File: src/rtl/key_scan_mod.sv
// 4x4 matrix-keypad scanner: walks the columns active-low, synchronizes the rows,
// debounces whole-matrix frames and reports new presses as a pulse plus key code.
module key_scan_mod #(
  parameter int SCAN_DIV  = 50000,
  parameter int DEB_SCANS = 10
) (
  input  logic        CLK,
  input  logic        RST,
  input  logic [3:0]  Row_In,
  output logic [3:0]  Column_Scan_Sig,
  output logic [3:0]  Key_Code,
  output logic        Key_Valid,
  output logic        Key_Down,
  output logic [15:0] Key_Map
);

  localparam int DW = (SCAN_DIV > 1) ? $clog2(SCAN_DIV) : 1;
  localparam int MW = (DEB_SCANS > 1) ? $clog2(DEB_SCANS) : 1;
  localparam logic [DW-1:0] DWELL_LAST = DW'(SCAN_DIV - 1);
  localparam logic [MW-1:0] MATCH_LAST = MW'(DEB_SCANS - 1);

  logic [3:0]    row_meta_reg;
  logic [3:0]    row_sync_reg;
  logic [3:0]    row_act;
  logic [DW-1:0] dwell_cnt_reg;
  logic [1:0]    col_idx_reg;
  logic [1:0]    col_idx_next;
  logic [3:0]    col_drive_reg;
  logic          dwell_end;
  logic [3:0]    frame_col_reg [4];
  logic [15:0]   frame_cur;
  logic          frame_done_reg;
  logic [15:0]   last_frame_reg;
  logic [MW-1:0] match_cnt_reg;
  logic [MW-1:0] match_cnt_next;
  logic          frame_same;
  logic          frame_accept;
  logic [15:0]   new_bits;
  logic [3:0]    new_code;
  logic [15:0]   key_map_reg;
  logic          key_down_reg;
  logic [3:0]    key_code_reg;
  logic          key_valid_reg;

  // Rows idle high, so the synchronizer resets to "nothing pressed".
  always_ff @(posedge CLK or posedge RST) begin
    if (RST) begin
      row_meta_reg <= 4'hF;
      row_sync_reg <= 4'hF;
    end else begin
      row_meta_reg <= Row_In;
      row_sync_reg <= row_meta_reg;
    end
  end

  assign row_act      = ~row_sync_reg;
  assign dwell_end    = (dwell_cnt_reg == DWELL_LAST);
  assign col_idx_next = col_idx_reg + 2'd1;

  always_ff @(posedge CLK or posedge RST) begin
    if (RST) begin
      dwell_cnt_reg <= '0;
      col_idx_reg   <= 2'd0;
      col_drive_reg <= 4'b1110;
    end else if (dwell_end) begin
      dwell_cnt_reg <= '0;
      col_idx_reg   <= col_idx_next;
      col_drive_reg <= ~(4'b0001 << col_idx_next);
    end else begin
      dwell_cnt_reg <= dwell_cnt_reg + 1'b1;
    end
  end

  // Each column's rows are captured at the very end of its dwell, long after settling.
  generate
    for (genvar gi = 0; gi < 4; gi++) begin : g_frame_col
      always_ff @(posedge CLK or posedge RST) begin
        if (RST) begin
          frame_col_reg[gi] <= 4'h0;
        end else if (dwell_end && (col_idx_reg == 2'(gi))) begin
          frame_col_reg[gi] <= row_act;
        end
      end
    end
  endgenerate

  assign frame_cur = {frame_col_reg[3], frame_col_reg[2], frame_col_reg[1], frame_col_reg[0]};

  always_ff @(posedge CLK or posedge RST) begin
    if (RST) begin
      frame_done_reg <= 1'b0;
    end else begin
      frame_done_reg <= dwell_end && (col_idx_reg == 2'd3);
    end
  end

  always_comb begin
    frame_same     = (frame_cur == last_frame_reg);
    match_cnt_next = '0;
    if (frame_same) begin
      match_cnt_next = (match_cnt_reg == MATCH_LAST) ? MATCH_LAST : match_cnt_reg + 1'b1;
    end
    frame_accept = frame_done_reg && frame_same && (match_cnt_next == MATCH_LAST);
    new_bits     = frame_cur & ~key_map_reg;
  end

  // Lowest-index new key wins when several appear in one accepted frame.
  always_comb begin
    new_code = 4'd0;
    for (int i = 15; i >= 0; i--) begin
      if (new_bits[i]) begin
        new_code = 4'(i);
      end
    end
  end

  always_ff @(posedge CLK or posedge RST) begin
    if (RST) begin
      last_frame_reg <= 16'h0000;
      match_cnt_reg  <= '0;
      key_map_reg    <= 16'h0000;
      key_down_reg   <= 1'b0;
      key_code_reg   <= 4'd0;
      key_valid_reg  <= 1'b0;
    end else begin
      key_valid_reg <= 1'b0;
      if (frame_done_reg) begin
        match_cnt_reg <= match_cnt_next;
        if (!frame_same) begin
          last_frame_reg <= frame_cur;
        end
        if (frame_accept && (frame_cur != key_map_reg)) begin
          key_map_reg  <= frame_cur;
          key_down_reg <= |frame_cur;
          if (|new_bits) begin
            key_code_reg  <= new_code;
            key_valid_reg <= 1'b1;
          end
        end
      end
    end
  end

  assign Column_Scan_Sig = col_drive_reg;
  assign Key_Code        = key_code_reg;
  assign Key_Valid       = key_valid_reg;
  assign Key_Down        = key_down_reg;
  assign Key_Map         = key_map_reg;

endmodule

File: config.mk
export PLATFORM = sky130hd
export DESIGN_NAME = key_scan_mod
export DESIGN_NICKNAME = d
export VERILOG_FILES = /design/src/rtl/key_scan_mod.sv
export SDC_FILE = /design/constraint.sdc
export NUM_CORES = 1
export LEC_CHECK = 0
export CAP_MARGIN = 20
export CORE_UTILIZATION = 40
export CTS_CLUSTER_DIAMETER = 40
export DETAILED_ROUTE_END_ITERATION = 10
export GPL_TIMING_DRIVEN = 0
export HOLD_SLACK_MARGIN = 0.15
export PLACE_DENSITY = 0.64
export SKIP_CTS_REPAIR_TIMING = 1
export SYNTH_ARGS = -nofsm -noshare
export SYNTH_HDL_FRONTEND = slang
export SYNTH_SLANG_ARGS = --single-unit
File: constraint.sdc
create_clock -name CLK -period 5.2 [get_ports CLK]
set_input_delay 1.56 -clock CLK [delete_from_list [all_inputs] [get_ports CLK]]
set_output_delay 1.56 -clock CLK [all_outputs]
set_load 0.05 [all_outputs]
==> impl_metrics.ini <==
[min_path]
min_path_cells = 0
hold_end = row_sync_reg[1]
worstHoldStart = row_meta_reg[1]
hold_class = flip-flop to flip-flop

[clocking]
clk_pin_slew_ps = 100
cts_max_level = 3
cts_tree = yes
cts_num_sinks = 89
clk_latency_ps = 370
numCtsBuffers = 9
clk_path_buf_depth = 2
ctsRootBufferMaster = clkbuf_8

[layout]
final_common_cell = dfrtp_1
final_cell_mix = dfrtp_1, clkdlybuf4s50_1, inv_1
diodes = 0
finalNetCount = 444
regArea_mm2 = 0.00224
final_area_mm2 = 0.00504
fill_cells = 934
drive_gt1_share_pct = 18.2
syn2layout_area_growth_pct = 17.9
multi_input_area_mm2 = 0.00188

[synthesis]
synth_area_leaders = dfrtp_1, ha_1, mux2_2, dfstp_2, xnor2_1
syn_avg_cell_area_um2 = 11.6
yosysSeqAreaShare_pct = 52.4
syn-num-nets = 401
synth.top_cell.area_share_pct = 45.7
ys_warn_count = 0
ys.flop_type = dfrtp_1
synth_top_area_cell = dfrtp_1
ys_async_sr_fraction_pct = 100
synth_cell_type_count = 49
synthCells = 370
ys_seq_elements = 89
synth_edf_count = 0
syn_area_mm2 = 0.00428

[global_routing]
grt_pass1_vias = 2872
grt_use_total_pct = 15.9
antenna_found_initial = 0
grt_pass1_wl_um = 13700
grt_overflow = 0
grt_max_degree = 68

[route]
drcViolationCount = 0
wl_per_cell_um = 14.5
dr_total_vias = 2804
first_iter_violations = 91
wirelength_um = 8060
ant_nets = 0
vias_per_cell = 5.06
firstDrtPassIters = 4

[sta]
hold_violations = 0
skew_ps = 16.4
rsz0062_at_grt = false
tightest_slew_ps = 541
final.setup.tns_ps = 0
slew_headroom_pct = 63.7
fin_crit_ps = 3270
setup_violations = 0
clock.fmax_mhz = 306
fin_crit_sh_pct = 62.8
report.final.slew_viol_count = 0

[critical_path]
cpPeakStageDelay_ps = 790
crit_arrival_ps = 1710
timing.rr.end = Key_Map[4]
rr_worst_depth = 7
path_cells = clkdlybuf4s50_1
worstPathRequired_ps = 3640
critical_path_class = flip-flop to primary output
cp_max_fo = 2
reg2reg_slack_ps = 2790
crit_family = buffers and inverters
cp-end-kind = primary output
path_buf_inv = 1
slowest_stage = clkdlybuf4s50_1
cp-start-kind = flip-flop
timing.rr.start = frame_col_reg[12]

[floorplanning]
core-area_mm2 = 0.0103
die_w_um = 105
start_util_pct = 41.4
die_area_mm2 = 0.0111
die_h_um = 105
ios = 32
num_rows = 37

[power]
finalPower_uw = 1320
p_sw_uw = 275
power.density_mw_per_mm2 = 261
p_seq_share_pct = 53.1
swShare_pct = 20.9
comb_power_share_pct = 1.5
p_clk_share_pct = 45.5
ir_worst_vdd_mv = 0.148
power.leakage_uw = 0.00229
intPower_uw = 1040

[placement]
place_congestion = 0.863
portBuffers = 31
dpl_cell_area_mm2 = 0.00479
dpl.hpwl_um = 5840

[outcome]
status = complete, no violations

[flow_run]
drv_cap = 0
## per-layer routing
metal / vias to the layer above / global-route usage, % / routed length (µm)
li1: 1374 / - / -
met1: 1353 / 21.0 / 3840
met2: 65 / 25.1 / 3710
met3: 12 / 3.03 / 345
met4: 0 / 7.65 / 162
met5: - / 0 / 0
## cells by family (layout without fill, tap and decap cells)
kind of cell    count (synthesis)  in the layout  synth area share, %
simple gates                  106            106                 13.5
flops                          89             89                 52.4
compound gates                 46             46                 6.47
buf+inv                        37             85                 3.72
mux                            36             36                 10.2
xor+xnor                       31             31                 6.35
fa+ha+maj                      25             25                 7.32
## worst max-delay path by stage
| stage | depth (start not counted) | end | start | slack (ps) |
|---|---|---|---|---|
| final | 1 | Column_Scan_Sig[3] | Column_Scan_Sig[3] | 1930 |
| after global routing | 1 | Column_Scan_Sig[3] | Column_Scan_Sig[3] | 1890 |
| after CTS | 1 | Column_Scan_Sig[3] | Column_Scan_Sig[3] | 1920 |
| after detailed placement | 1 | Column_Scan_Sig[3] | Column_Scan_Sig[3] | 2340 |
| after global placement | 2 | Key_Map[1] | RST | -10 |
| after floorplan | 1 | Column_Scan_Sig[0] | RST | 1350 |
## synthesized netlist by cell type (11+ instances only)
cell	number
xnor2_1	22
mux2_2	26
dfstp_2	11
nand2_1	26
dfrtp_1	78
nand3_1	14
inv_1	31
nand4_1	12
o21ai_0	23
ha_1	25
nor2_1	23
## stage by stage
stage	worst slack [ps]	utilization, %	hold slack (ps)	cells
6_report	1930	48.8	361	554
5_1_grt	1890	48.8	367	554
4_1_cts	1920	48.8	361	554
3_5_place_dp	2340	46.4	347	538
3_3_place_gp	-11.2	46.1	346	537
2_1_floorplan	1350	-	345	370
## power by group through the flow
| stage | Clock (µW) | Sequential (µW) | Combinational [µW] |
|---|---|---|---|
| 2_1_floorplan | 0 | 712 | 9.99 |
| 3_3_place_gp | 0 | 713 | 17.4 |
| 3_5_place_dp | 0 | 713 | 20.5 |
| 4_1_cts | 615 | 700 | 20.5 |
| 5_1_grt | 648 | 700 | 22.7 |
| 6_report | 599 | 699 | 19.2 |
## area by class of cell
class	instances	share of cell area, %
flip-flops and latches	89	44.4
multi-input cells	244	37.2
repair buffers	32	6.70
well taps	136	3.37
clock buffers	10	2.73
clock inverters	6	2.36
inverters	31	2.36
plain buffers	6	0.844
## worst register-to-register path: stages (launching register included)
cell	delay [ps]
dfrtp_1	510
ha_1	350
nand4_1	110
o41ai_1	430
nor2_1	190
nand3_4	200
buf_6	200
mux2_4	310
No activity file was read; power rests on OpenSTA's default activity.
